--- src/rtl/sysid_check_pkg.sv ---
// rtl/sysid_check_pkg.sv - shared FSM encoding, register offsets and counter sizing
package sysid_check_pkg;

   typedef enum logic [2:0] {
      ST_IDLE    = 3'd0,
      ST_ID_REQ  = 3'd1,
      ST_ID_WAIT = 3'd2,
      ST_TS_REQ  = 3'd3,
      ST_TS_WAIT = 3'd4,
      ST_DONE    = 3'd5
   } sysid_state_e;

   localparam int unsigned ID_OFFSET = 0;
   localparam int unsigned TS_OFFSET = 4;

   // Never narrower than 8 bits so small timeouts still get a sane counter.
   function automatic int unsigned tmo_cnt_width(input int unsigned cycles);
      int unsigned w;
      w = $clog2(cycles + 1);
      return (w < 8) ? 8 : w;
   endfunction

endpackage

--- src/rtl/sysid_read_port.sv ---
// rtl/sysid_read_port.sv - single Avalon-MM read handshake with per-read timeout
module sysid_read_port
   import sysid_check_pkg::*;
#(
   parameter int unsigned ADDR_WIDTH     = 32,
   parameter int unsigned TIMEOUT_CYCLES = 255
) (
   input  logic                  clock,
   input  logic                  reset_n,
   input  logic                  launch_i,
   input  logic                  req_i,
   input  logic                  pend_i,
   input  logic [ADDR_WIDTH-1:0] addr_i,
   output logic [ADDR_WIDTH-1:0] avm_address,
   output logic                  avm_read,
   input  logic [31:0]           avm_readdata,
   input  logic                  avm_waitrequest,
   input  logic                  avm_readdatavalid,
   output logic                  accept_o,
   output logic                  rvalid_o,
   output logic                  tmo_o,
   output logic [31:0]           rdata_o
);

   localparam int unsigned     CW       = tmo_cnt_width(TIMEOUT_CYCLES);
   localparam logic [CW-1:0]   CNT_LAST = CW'(TIMEOUT_CYCLES - 1);

   logic [CW-1:0] cnt_q;
   logic [CW-1:0] cnt_d;
   logic          active;

   // Data only counts in the wait phase, or in the accept cycle of a zero-latency slave.
   always_comb begin
      active      = req_i | pend_i;
      avm_read    = req_i;
      avm_address = addr_i;
      accept_o    = req_i & ~avm_waitrequest;
      rvalid_o    = avm_readdatavalid & (pend_i | accept_o);
      rdata_o     = avm_readdata;
      tmo_o       = active & (cnt_q >= CNT_LAST) & ~rvalid_o;
   end

   always_comb begin
      cnt_d = cnt_q;
      if (launch_i) begin
         cnt_d = '0;
      end else if (active && (cnt_q < CNT_LAST)) begin
         cnt_d = cnt_q + CW'(1);
      end
   end

   always_ff @(posedge clock) begin
      if (!reset_n) begin
         cnt_q <= '0;
      end else begin
         cnt_q <= cnt_d;
      end
   end

endmodule

--- src/rtl/sysid_check_master.sv ---
// rtl/sysid_check_master.sv - reads sysid ID and timestamp words and reports a pass/fail verdict
module sysid_check_master
   import sysid_check_pkg::*;
#(
   parameter int unsigned           ADDR_WIDTH         = 32,
   parameter logic [ADDR_WIDTH-1:0] BASE_ADDR          = '0,
   parameter logic [31:0]           EXPECTED_ID        = 32'd31,
   parameter logic [31:0]           EXPECTED_TIMESTAMP = 32'd1718188374,
   parameter int unsigned           TIMEOUT_CYCLES     = 255,
   parameter bit                    AUTO_START         = 1'b1
) (
   input  logic                  clock,
   input  logic                  reset_n,
   input  logic                  start,
   output logic [ADDR_WIDTH-1:0] avm_address,
   output logic                  avm_read,
   input  logic [31:0]           avm_readdata,
   input  logic                  avm_waitrequest,
   input  logic                  avm_readdatavalid,
   output logic                  busy,
   output logic                  done,
   output logic                  id_ok,
   output logic                  ts_ok,
   output logic                  pass,
   output logic                  timeout_err,
   output logic [31:0]           id_value,
   output logic [31:0]           ts_value
);

   sysid_state_e state_q, state_d;

   logic        auto_q, auto_d;
   logic        busy_q, busy_d;
   logic        done_q, done_d;
   logic        id_ok_q, id_ok_d;
   logic        ts_ok_q, ts_ok_d;
   logic        pass_q, pass_d;
   logic        tmo_err_q, tmo_err_d;
   logic [31:0] id_value_q, id_value_d;
   logic [31:0] ts_value_q, ts_value_d;

   logic                  go;
   logic                  launch;
   logic                  port_req;
   logic                  port_pend;
   logic [ADDR_WIDTH-1:0] port_addr;
   logic                  port_accept;
   logic                  port_rvalid;
   logic                  port_tmo;
   logic [31:0]           port_rdata;

   sysid_read_port #(
      .ADDR_WIDTH     (ADDR_WIDTH),
      .TIMEOUT_CYCLES (TIMEOUT_CYCLES)
   ) u_read_port (
      .clock             (clock),
      .reset_n           (reset_n),
      .launch_i          (launch),
      .req_i             (port_req),
      .pend_i            (port_pend),
      .addr_i            (port_addr),
      .avm_address       (avm_address),
      .avm_read          (avm_read),
      .avm_readdata      (avm_readdata),
      .avm_waitrequest   (avm_waitrequest),
      .avm_readdatavalid (avm_readdatavalid),
      .accept_o          (port_accept),
      .rvalid_o          (port_rvalid),
      .tmo_o             (port_tmo),
      .rdata_o           (port_rdata)
   );

   always_ff @(posedge clock) begin
      if (!reset_n) begin
         state_q <= ST_IDLE;
      end else begin
         state_q <= state_d;
      end
   end

   always_comb begin
      state_d = state_q;
      case (state_q)
         ST_IDLE:    if (go) state_d = ST_ID_REQ;
         ST_ID_REQ: begin
            if (port_tmo)         state_d = ST_DONE;
            else if (port_rvalid) state_d = ST_TS_REQ;
            else if (port_accept) state_d = ST_ID_WAIT;
         end
         ST_ID_WAIT: begin
            if (port_tmo)         state_d = ST_DONE;
            else if (port_rvalid) state_d = ST_TS_REQ;
         end
         ST_TS_REQ: begin
            if (port_tmo)         state_d = ST_DONE;
            else if (port_rvalid) state_d = ST_DONE;
            else if (port_accept) state_d = ST_TS_WAIT;
         end
         ST_TS_WAIT: begin
            if (port_tmo || port_rvalid) state_d = ST_DONE;
         end
         ST_DONE:    if (go) state_d = ST_ID_REQ;
         default:    state_d = ST_IDLE;
      endcase
      // The timeout counter restarts whenever a request phase is entered.
      launch = ((state_d == ST_ID_REQ) && (state_q != ST_ID_REQ)) ||
               ((state_d == ST_TS_REQ) && (state_q != ST_TS_REQ));
   end

   always_comb begin
      go        = ((state_q == ST_IDLE) && (start || auto_q)) ||
                  ((state_q == ST_DONE) && start);
      port_req  = (state_q == ST_ID_REQ) || (state_q == ST_TS_REQ);
      port_pend = (state_q == ST_ID_WAIT) || (state_q == ST_TS_WAIT);
      if ((state_q == ST_TS_REQ) || (state_q == ST_TS_WAIT)) begin
         port_addr = BASE_ADDR + ADDR_WIDTH'(TS_OFFSET);
      end else begin
         port_addr = BASE_ADDR + ADDR_WIDTH'(ID_OFFSET);
      end
   end

   always_comb begin
      auto_d     = 1'b0;
      busy_d     = busy_q;
      done_d     = done_q;
      id_ok_d    = id_ok_q;
      ts_ok_d    = ts_ok_q;
      pass_d     = pass_q;
      tmo_err_d  = tmo_err_q;
      id_value_d = id_value_q;
      ts_value_d = ts_value_q;
      if (go) begin
         busy_d     = 1'b1;
         done_d     = 1'b0;
         id_ok_d    = 1'b0;
         ts_ok_d    = 1'b0;
         pass_d     = 1'b0;
         tmo_err_d  = 1'b0;
         id_value_d = '0;
         ts_value_d = '0;
      end else begin
         case (state_q)
            ST_ID_REQ, ST_ID_WAIT: begin
               if (port_tmo) begin
                  tmo_err_d = 1'b1;
               end else if (port_rvalid) begin
                  id_value_d = port_rdata;
                  id_ok_d    = (port_rdata == EXPECTED_ID);
               end
            end
            ST_TS_REQ, ST_TS_WAIT: begin
               if (port_tmo) begin
                  tmo_err_d = 1'b1;
               end else if (port_rvalid) begin
                  ts_value_d = port_rdata;
                  ts_ok_d    = (port_rdata == EXPECTED_TIMESTAMP);
               end
            end
            ST_DONE: begin
               done_d = 1'b1;
               busy_d = 1'b0;
               pass_d = id_ok_q & ts_ok_q & ~tmo_err_q;
            end
            default: ;
         endcase
      end
   end

   always_ff @(posedge clock) begin
      if (!reset_n) begin
         auto_q     <= AUTO_START;
         busy_q     <= 1'b0;
         done_q     <= 1'b0;
         id_ok_q    <= 1'b0;
         ts_ok_q    <= 1'b0;
         pass_q     <= 1'b0;
         tmo_err_q  <= 1'b0;
         id_value_q <= '0;
         ts_value_q <= '0;
      end else begin
         auto_q     <= auto_d;
         busy_q     <= busy_d;
         done_q     <= done_d;
         id_ok_q    <= id_ok_d;
         ts_ok_q    <= ts_ok_d;
         pass_q     <= pass_d;
         tmo_err_q  <= tmo_err_d;
         id_value_q <= id_value_d;
         ts_value_q <= ts_value_d;
      end
   end

   assign busy        = busy_q;
   assign done        = done_q;
   assign id_ok       = id_ok_q;
   assign ts_ok       = ts_ok_q;
   assign pass        = pass_q;
   assign timeout_err = tmo_err_q;
   assign id_value    = id_value_q;
   assign ts_value    = ts_value_q;

endmodule

--- config.mk ---
export PLATFORM = sky130hd
export DESIGN_NAME = sysid_check_master
export DESIGN_NICKNAME = d
export VERILOG_FILES = /design/src/rtl/sysid_check_pkg.sv /design/src/rtl/sysid_read_port.sv /design/src/rtl/sysid_check_master.sv
export SDC_FILE = /design/constraint.sdc
export NUM_CORES = 1
export LEC_CHECK = 0
export BUFFER_PORTS_ARGS = -buffer_cell sky130_fd_sc_hd__buf_4
export CAP_MARGIN = 20
export CORE_ASPECT_RATIO = 1.5
export CORE_MARGIN = 5
export CORE_UTILIZATION = 49
export DETAILED_ROUTE_END_ITERATION = 8
export GPL_TIMING_DRIVEN = 0
export PLACE_DENSITY = 0.8
export SYNTH_ARGS = -nofsm -noshare
export SYNTH_HDL_FRONTEND = slang
export SYNTH_SLANG_ARGS = --single-unit
--- constraint.sdc ---
create_clock -name clock -period 2.18 [get_ports clock]
set_input_delay 0.109 -clock clock [delete_from_list [all_inputs] [get_ports clock]]
set_output_delay 0.109 -clock clock [all_outputs]
set_load 0.05 [all_outputs]
# After elaboration in Yosys (flattened, before gate mapping)
# Index checks and enable logic that the tools add are counted.
op_classes:
  muxes: 15
  n_reduce_logical: 23
  shift: 0
  n_mul: 0
  div: 0
  eq_ne: 11
  n_addsub: 1
  magnitude_cmp: 2
  bitwise: 13
ops:
  columns: ["op", "count"]
  rows:
  - ["$mux 3", 11]
  - ["$eq 32x31->1 const B", 1]
  - ["$eq 32x5->1 const B", 1]
  - ["$pmux 3 s5", 1]
  - ["$reduce_or 2->1", 5]
  - ["$eq 3x2->1 const B", 3]
  - ["$add 8x1->8 const B", 1]
  - ["$ge 8x8->1 const B", 1]
  - ["$lt 8x8->1 const B", 1]
  - ["$logic_or 1x1->1", 7]
  - ["$and 1x1->1", 6]
  - ["$eq 3x1->1 const B", 2]
  - ["$eq 3x3->1 const B", 2]
  - ["$reduce_and 3->1", 2]
  - ["$logic_and 1x1->1", 5]
  - ["$not 1->1", 5]
  - ["$reduce_or 4->1", 1]
  - ["$logic_not 3->1", 1]
  - ["$mux 1", 3]
  - ["$ne 3x1->1 const B", 1]
  - ["$ne 3x2->1 const B", 1]
  - ["$or 1x1->1", 2]
  - ["$reduce_and 2->1", 1]
  - ["$reduce_bool 2->1", 1]
word_totals:
  out_inout_bits: 103
  n_memories: 0
  ff_bits: 82
  mem_bits_rw: 0
  latch_bits: 0
  elab_cells: 76
  mem_bits_ro: 0
  in_bits: 37

# Logic depth before layout (Yosys ltp)
# Gate-level depths: netlist (run 1).
depth:
  ltp_word: 14
  mapped_depth: 8

# Hierarchy
# A second synthesis (run 1) with hierarchy kept.
hier_totals:
  cells_unflattened: 493
  hier_area_um2: 4105.2
modules_own_cells:
  columns: ["module", "seq_area_each_um2", "instances", "cells_each", "area_each_um2"]
  rows:
  - ["sysid_check_master", 1481.4, 1, 373, 3115.5]
  - ["sysid_read_port", 160.2, 1, 120, 989.7]

# Least setup slack after synthesis (run 1)
# Ideal clock, no wire load.
synth_path:
  path_kind: "register to register"
  startpoint: "register state_q[0]"
  endpoint: "register ts_ok_q, in the netlist ts_ok"
  setup_slack_ns: 0.205
  arrival_ns: 1.905
  period_less_slack_ns: 1.975
  stages_incl_launch_ff: 7
  path_buffers: 1
  cell_sequence: "dfxtp_1 > nor2b_4 > mux2_2 > nand2b_1 > buf_2 > or3_1 > a21oi_1"
synth_between:
  elab_chain_len: 9
synth_lines:
  columns: ["item", "line", "rtl"]
  rows:
  - ["start: declaration", "sysid_check_master.sv:30", "sysid_state_e state_q, state_d;"]
  - ["start signal: assignment", "sysid_check_master.sv:77", "state_q <= state_d;"]
  - ["$eq 3x1->1 / $eq 3x2->1 (equally long branches)", "sysid_check_master.sv:113", "port_req = (state_q == ST_ID_REQ) || (state_q == ST_TS_REQ);"]
  - ["$logic_or 1x1->1 *", "sysid_check_master.sv:113", null]
  - ["net avm_read", "sysid_check_master.sv:16", "output logic avm_read,"]
  - ["$and 1x1->1", "sysid_read_port.sv:37", "accept_o = req_i & ~avm_waitrequest;"]
  - ["$or 1x1->1", "sysid_read_port.sv:38", "rvalid_o = avm_readdatavalid & (pend_i | accept_o);"]
  - ["$and 1x1->1", "sysid_read_port.sv:38", null]
  - ["$not 1->1", "sysid_read_port.sv:40", "tmo_o = active & (cnt_q >= CNT_LAST) & ~rvalid_o;"]
  - ["$and 1x1->1", "sysid_read_port.sv:40", null]
  - ["$not 1->1 (no line)", null, null]
  - ["$reduce_and 3->1 (no line) *", null, null]
  - ["end signal: assignment", "sysid_check_master.sv:185", "ts_ok_q <= ts_ok_d;"]
  - ["end: declaration", "sysid_check_master.sv:36", "logic ts_ok_q, ts_ok_d;"]
# The timed path passes the listed nets; every way through them passes the cells marked *.
# A chain may end at the register's enable or synchronous reset.

# Final worst setup path (run 1)
layout_path:
  startpoint: "register state_q[2]"
  endpoint: "register id_value_q[10], in the netlist id_value[10]"
layout_between:
  elab_chain_len: 9
layout_lines:
  columns: ["item", "line", "rtl"]
  rows:
  - ["$eq 3x1->1 / $eq 3x2->1 (equally long branches)", "sysid_check_master.sv:113, sysid_check_master.sv:142", null]
  - ["$logic_or 1x1->1", "sysid_check_master.sv:113", null]
  - ["$and 1x1->1", "sysid_read_port.sv:37", null]
  - ["$or 1x1->1", "sysid_read_port.sv:38", null]
  - ["$and 1x1->1", "sysid_read_port.sv:38", null]
  - ["$not 1->1", "sysid_read_port.sv:40", null]
  - ["$and 1x1->1", "sysid_read_port.sv:40", null]
  - ["$not 1->1 (no line)", null, null]
  - ["$reduce_and 3->1 (no line)", null, null]
  - ["end signal: assignment", "sysid_check_master.sv:188", "id_value_q <= id_value_d;"]
  - ["end: declaration", "sysid_check_master.sv:39", "logic [31:0] id_value_q, id_value_d;"]
# Parallel ways exist; a longest one is shown, timed or not.

==> reports/results.tsv, run 1 <==
metric	value	unit
synthDistinctLibCells	50	
ir_worst_vdd	0.456	mV
numCtsBuffers	9	
viasPerCell	4.96	
dp_hpwl	7.89	mm
critPathCaptureType	flop	
worstHoldPathCells	3	
p_leak	2.05	nW
num_io_pins	140	
die_y	115	um
ff2ff_path_depth	8	
multiInputGateArea	0.00171	mm^2
critPathBufInv	4	
hold_start	avm_readdata[18]	
syn_area	0.00361	mm^2
htree_levels	3	
yosysWarnings	0	
chipWidth	80.1	um
maxSlewHeadroom	61.5	%
hp-class	primary input to flop	
finalClockSkew	0.00704	ns
start_util	50.0	%
rrSetupSlack	0.23	ns
wl	10.3	mm
clock_path_buffers	2	
drt-initial-drc-count	165	
syn_area_per_cell	7.88	um^2
synth_seq_cells	82	
vias	3533	
crit_required	2.42	ns
p_seq_share	42.8	%
p_int	2.46	mW
outcome	finished, final reports clean	
p_sw_share	33.8	%
crit_family	buffers and inverters	
antenna_found_initial	0	
crit_arrival	2.19	ns
crit_type	flop to flop	
wire_per_inst	14.4	um
postCtsSetupBuffers	0	
path_common_cell	buf_2	
finish.instance_area	0.00487	mm^2
start_kind	flop	
numClockSinks	82	
hold_buffers	0	
drtAntennaViolNets	0	
finalHoldViolCount	0	
worstPathMaxFanout	10	
ys_seq_area_share	45.5	%
slew_violations	0	
num-fill-cells	657	
worst_path_largest_cell_delay	0.30	ns
clk_pin_slew	0.08	ns
dr.pass1.iters	4	
r2r-start	state_q[2]$_SDFF_PN0_	
nNetsFinal	646	
drv_cap	0	
p_per_area	761	mW/mm^2
drive_gt1_share	30.4	%
fin_crit_sh	89.5	%
tritoncts	yes	
synth_edf_count	0	
port_buffers	108	
grt_pass1_wl	15.7	mm
cts_resized	0	
crit_slowest_cell	dfxtp_1	
r2r-end	id_value[10]$_SDFFE_PP0P_	
die_area	0.00922	mm^2
async_flop_share	0	%
hold_end	id_value[18]$_SDFFE_PP0P_	
area_growth	35.0	%
setup_viol_count_final	0	
core-area	0.00723	mm^2
crit_chain	buf_4 > buf_2 > nor3_1 > a31oi_1 > o21ai_2 > buf_2 > buf_2 > a21oi_1	
num_rows	38	
worst_pin_slew	0.572	ns
place.gp.congestion	0.899	
grt-ovfl-total	0	
regArea	0.00164	mm^2
fin_crit	1.95	ns
place_area	0.00466	mm^2
grt_max_degree	14	
root_buffer	clkbuf_8	
rsz0062_at_grt	false	
setup_tns	0	ns
grt_use_total	21.8	%
antennaDiodeCount	0	
grt_pass1_vias	3306	
fmax	0.512	GHz
switching_power	1.25	mW
combPwrFrac	26.1	%
synth_flop_cell	dfxtp_1	
drcViolationCount	0	
cp.depth	8	
p_clk_share	31.0	%
synthCells	458	
clock_latency	0.35	ns
## cells by family (layout without fill, tap and decap cells)
family                     after synthesis  count (layout)  synth area share, %
muxes                                    4               4                 1.14
other                                    1              31                0.104
adders and majority gates                2               2                0.693
xor gates and xnor gates                 3               3                0.728
and+or+nand+nor                        209             209                 26.2
buffers and inverters                   62             186                 10.6
DFF                                     82              82                 45.5
AOI/OAI and AO/OA                       95              95                 15.1
## registers in the layout, indices dropped and copies added (netlist names)
signal and cells:
auto_q 1, busy 1, done 1, id_ok 1
id_value 32, pass 1, state_q 3, timeout_err 1
ts_ok 1, ts_value 32, u_read_port.cnt_q 8
## cell type report
type | instances | share of cell area, %
buffer | 57 | 7.44
clock buffer | 13 | 3.26
clock inverter | 3 | 0.950
inverter | 5 | 0.385
multi-input combinational | 344 | 35.1
sequential | 82 | 33.7
tap | 100 | 2.57
timing repair buffer | 108 | 16.6
## power groups by stage
stage,registers [mW],logic (mW),clock network (mW)
after detailed placement,1.62,0.958,0
after global placement,1.62,0.948,0
after CTS,1.59,0.962,1.16
final,1.59,0.969,1.15
after floorplan,1.75,0.565,0
after global routing,1.60,1.04,1.22
## metrics by stage
step | setup slack, ns | utilization (%) | instances | power, mW | hold WS [ns]
floorplan | 0.205 | - | 488 | 2.32 | 0.231
global placement | 0.135 | 64.5 | 696 | 2.57 | 0.374
detailed placement | 0.113 | 64.5 | 696 | 2.58 | 0.376
CTS | 0.0816 | 67.3 | 712 | 3.71 | 0.00810
global route | 0.0860 | 67.5 | 712 | 3.85 | 0.0114
finish | 0.229 | 67.5 | 712 | 3.71 | 0.0114
## metal layers
| layer | up-vias | part of all wire [%] | global-route usage [%] |
|---|---|---|---|
| met1 | 1602 | 39 | 25.4 |
| met3 | 27 | 6.3 | 4.39 |
| met4 | 0 | 3.6 | 12.7 |
| met2 | 125 | 51 | 36.8 |
| met5 | - | 0 | 0 |
| li1 | 1779 | - | - |
## synth_stat cells (all sizes together) (3+ instances only)
| cell | count | share of area [%] |
|---|---|---|
| o21a | 3 | 0.62 |
| nor4 | 7 | 1.2 |
| nor2b | 6 | 1.2 |
| o211ai | 3 | 0.62 |
| nand2 | 143 | 15 |
| o21ai | 5 | 0.80 |
| nand3 | 4 | 0.55 |
| or3 | 3 | 0.52 |
| dfxtp | 82 | 45 |
| buf | 51 | 9.4 |
| nand4 | 9 | 1.7 |
| inv | 5 | 0.52 |
| clkbuf | 6 | 0.62 |
| nor3 | 9 | 1.4 |
| nor2 | 13 | 1.4 |
| mux2i | 3 | 0.83 |
| a21oi | 72 | 10 |
## tightest hold or removal path: stages
cell and delay, ns:
buf_4 0.12, nand2_1 0.05, a21oi_1 0.05
## cells in the final DEF (no fill, tap or decap), drive strengths merged, types with 2 or more instances in the layout
cell type  count
nor3           9
conb          31
mux2i          3
nor2          13
nor2b          6
ha             2
xor2           2
dfxtp         82
or4            2
or3            3
and2           2
nor4           7
nand2        143
o211ai         3
o21a           3
a31oi          2
nand4          9
nand3b         2
inv            6
o21ai          5
clkbuf        19
buf          159
nand2b         2
a21oi         72
nand3          4
## worst max path at each step
stage,start,endpoint,slack (ns)
floorplan,state_q[0]$_SDFF_PN0_,ts_ok$_SDFFE_PP0P_,0.21
CTS,state_q[2]$_SDFF_PN0_,id_value[10]$_SDFFE_PP0P_,0.08
detailed placement,state_q[2]$_SDFF_PN0_,id_value[10]$_SDFFE_PP0P_,0.11
finish,state_q[2]$_SDFF_PN0_,id_value[10]$_SDFFE_PP0P_,0.23
global placement,state_q[2]$_SDFF_PN0_,id_value[7]$_SDFFE_PP0P_,0.13
global route,state_q[2]$_SDFF_PN0_,id_value[10]$_SDFFE_PP0P_,0.09
Power figures use the tool's default switching activity.
==> run 2, diff against run 1 <==
--- a/config.mk
+++ b/config.mk
@@ -8,7 +8,7 @@
 export BUFFER_PORTS_ARGS = -buffer_cell sky130_fd_sc_hd__buf_4
 export CAP_MARGIN = 20
 export CORE_ASPECT_RATIO = 1.5
-export CORE_MARGIN = 5
+export CORE_MARGIN = 2
 export CORE_UTILIZATION = 49
 export DETAILED_ROUTE_END_ITERATION = 8
 export GPL_TIMING_DRIVEN = 0
==> run 2 against run 1 <==
Compared with the run above: clock skew hardly changed; non-clock buffer count stayed put; die area is 12% lower; design area is 0.39% lower; clock-buffer cell count is 2 lower; hold slack better by 0.0074 ns; sequential power hardly changed; utilization is 0.19 points higher; register-to-register slack hardly changed; power is 2.2% lower; largest power group unchanged.
==> reports/results.tsv, run 2 (synthesis gave the netlist of run 1 again) <==
metric	value	unit	change
die_y	109	um	-5.2%
nNetsFinal	646		unchanged
crit_slowest_cell	dfxtp_1		
setup_viol_count_final	0		unchanged
numCtsBuffers	9		unchanged
root_buffer	clkbuf_8		
htree_levels	3		unchanged
layout_commonest_cell	nand2_1		
fmax	0.511	GHz	-0.20%
crit_type	flop to flop		
outcome	finished, final reports clean		
fin_crit	1.96	ns	+0.00394 ns
finalClockSkew	0.00723	ns	+0.000189 ns
grt_pass1_wl	15.9	mm	+1.4%
worstHoldPathCells	3		unchanged
drv_cap	0		unchanged
start_kind	flop		
clk_pin_slew	0.08	ns	about the same
grt-ovfl-total	0		unchanged
tritoncts	yes		
critPathCaptureType	flop		
dp_hpwl	7.59	mm	-3.7%
antennaDiodeCount	0		unchanged
final_util	67.6	%	+0.19 points
num_rows	38		unchanged
vias	3559		+0.74%
worst_pin_slew	0.619	ns	+0.0463 ns
p_leak	2.04	nW	-0.53%
clock_path_buffers	2		unchanged
crit_arrival	2.20	ns	about the same
antenna_found_initial	0		unchanged
path_common_cell	buf_2		
place.gp.congestion	0.845		-6.0%
die_area	0.00809	mm^2	-12%
ff2ff_path_depth	8		unchanged
viasPerCell	5.00		+0.74%
crit_chain	buf_4 > buf_2 > nor3_1 > a31oi_1 > o21ai_2 > buf_2 > buf_2 > a21oi_1		
p_per_area	747	mW/mm^2	-1.8%
drt-initial-drc-count	254		+54%
port_buffers	108		unchanged
start_util	50.3	%	+0.33 points
drive_gt1_share	30.4	%	unchanged
final_cell_mix	nand2_1, buf_4, dfxtp_1		
ir_worst_vdd	0.421	mV	-7.7%
core-area	0.00718	mm^2	-0.66%
crit_required	2.42	ns	about the same
rsz0062_at_grt	false		
drtAntennaViolNets	0		unchanged
worst_path_largest_cell_delay	0.30	ns	about the same
numClockSinks	82		unchanged
area_growth	34.5	%	
grt_pass1_vias	3376		+2.1%
num_io_pins	140		unchanged
finalHoldViolCount	0		unchanged
grt_max_degree	14		unchanged
maxSlewHeadroom	58.4	%	-3.1 points
chipWidth	74.1	um	-7.5%
drcViolationCount	0		unchanged
wl	10.0	mm	-2.5%
slew_violations	0		unchanged
wire_per_inst	14.0	um	-2.5%
hp-class	primary input to flop		
worstPathMaxFanout	10		unchanged
dr.pass1.iters	5		+1
grt_use_total	25.5	%	+3.6 points
fin_crit_sh	89.7	%	+0.18 points
setup_tns	0	ns	unchanged
clock_latency	0.35	ns	about the same
==> run 2: cell types whose count changed in the layout (fill, tap and decap cells not counted), sizes merged <==
cell / previous run / this run
clkinv: 0 / 2
clkbuf: 19 / 17
inv: 6 / 5
clkinvlp: 1 / 2
==> run 2: routing by layer <==
metal / wire [um] / GRT usage, % / vias to the layer above
li1: - / - / 1773
met1: 3800 / 28.2 / 1632
met5: 0 / 0 / -
met2: 5320 / 45.5 / 131
met3: 611 / 6.56 / 23
met4: 274 / 9.87 / 0
==> run 2: where the power goes <==
group / switching [mW] / leakage [nW] / internal [mW]
Sequential: 0.0349 / 0.663 / 1.55
Combinational: 0.667 / 1.29 / 0.306
Clock: 0.540 / 0.0893 / 0.526
==> run 2: area by class of cell <==
type,count,area (um^2)
Sequential cell,82,1640
Multi-Input combinational cell,344,1710
Tap cell,100,125
Clock inverter,5,55.1
Clock buffer,11,131
Buffer,57,363
Inverter,5,18.8
Fill cell,642,2320
Timing Repair Buffer,108,811
==> run 2: what timing repair did <==
| action | in CTS | in global routing |
|---|---|---|
| endpoints found under the setup margin | 0 | 11 |
| hold buffers | 0 | 0 |
| buffers inserted | 0 | 0 |
| resized for setup | 0 | 2 |
==> run 2: final timing paths <==
path                         startpoint                        end  slack, ns
setup / recovery  state_q[2]$_SDFF_PN0_  id_value[10]$_SDFFE_PP0P_       0.22
hold reg to reg       done$_SDFFE_PP0N_          done$_SDFFE_PP0N_       0.45
setup reg to reg  state_q[2]$_SDFF_PN0_  id_value[10]$_SDFFE_PP0P_       0.22
hold / removal         avm_readdata[15]  ts_value[15]$_SDFFE_PP0P_       0.02
==> run 2: through the flow <==
stage	worst slack (ns)	power, mW	std cells	cell area, um^2	hold WS (ns)
3_3_place_gp	0.100	2.57	696	4660	0.375
4_1_cts	0.0627	3.63	712	4850	0.0101
3_5_place_dp	0.0971	2.58	696	4660	0.379
2_1_floorplan	0.205	2.32	488	3720	0.231
5_1_grt	0.0684	3.79	712	4860	0.0207
6_report	0.225	3.63	712	4860	0.0189
==> run 2: worst max-delay path: cells and delay by family (launching register included) <==
family                 cells  cell delay [ns]
DFF                        1             0.30
AOI/OAI and AO/OA          3             0.44
and+or+nand+nor            1             0.22
buffers and inverters      4             0.90
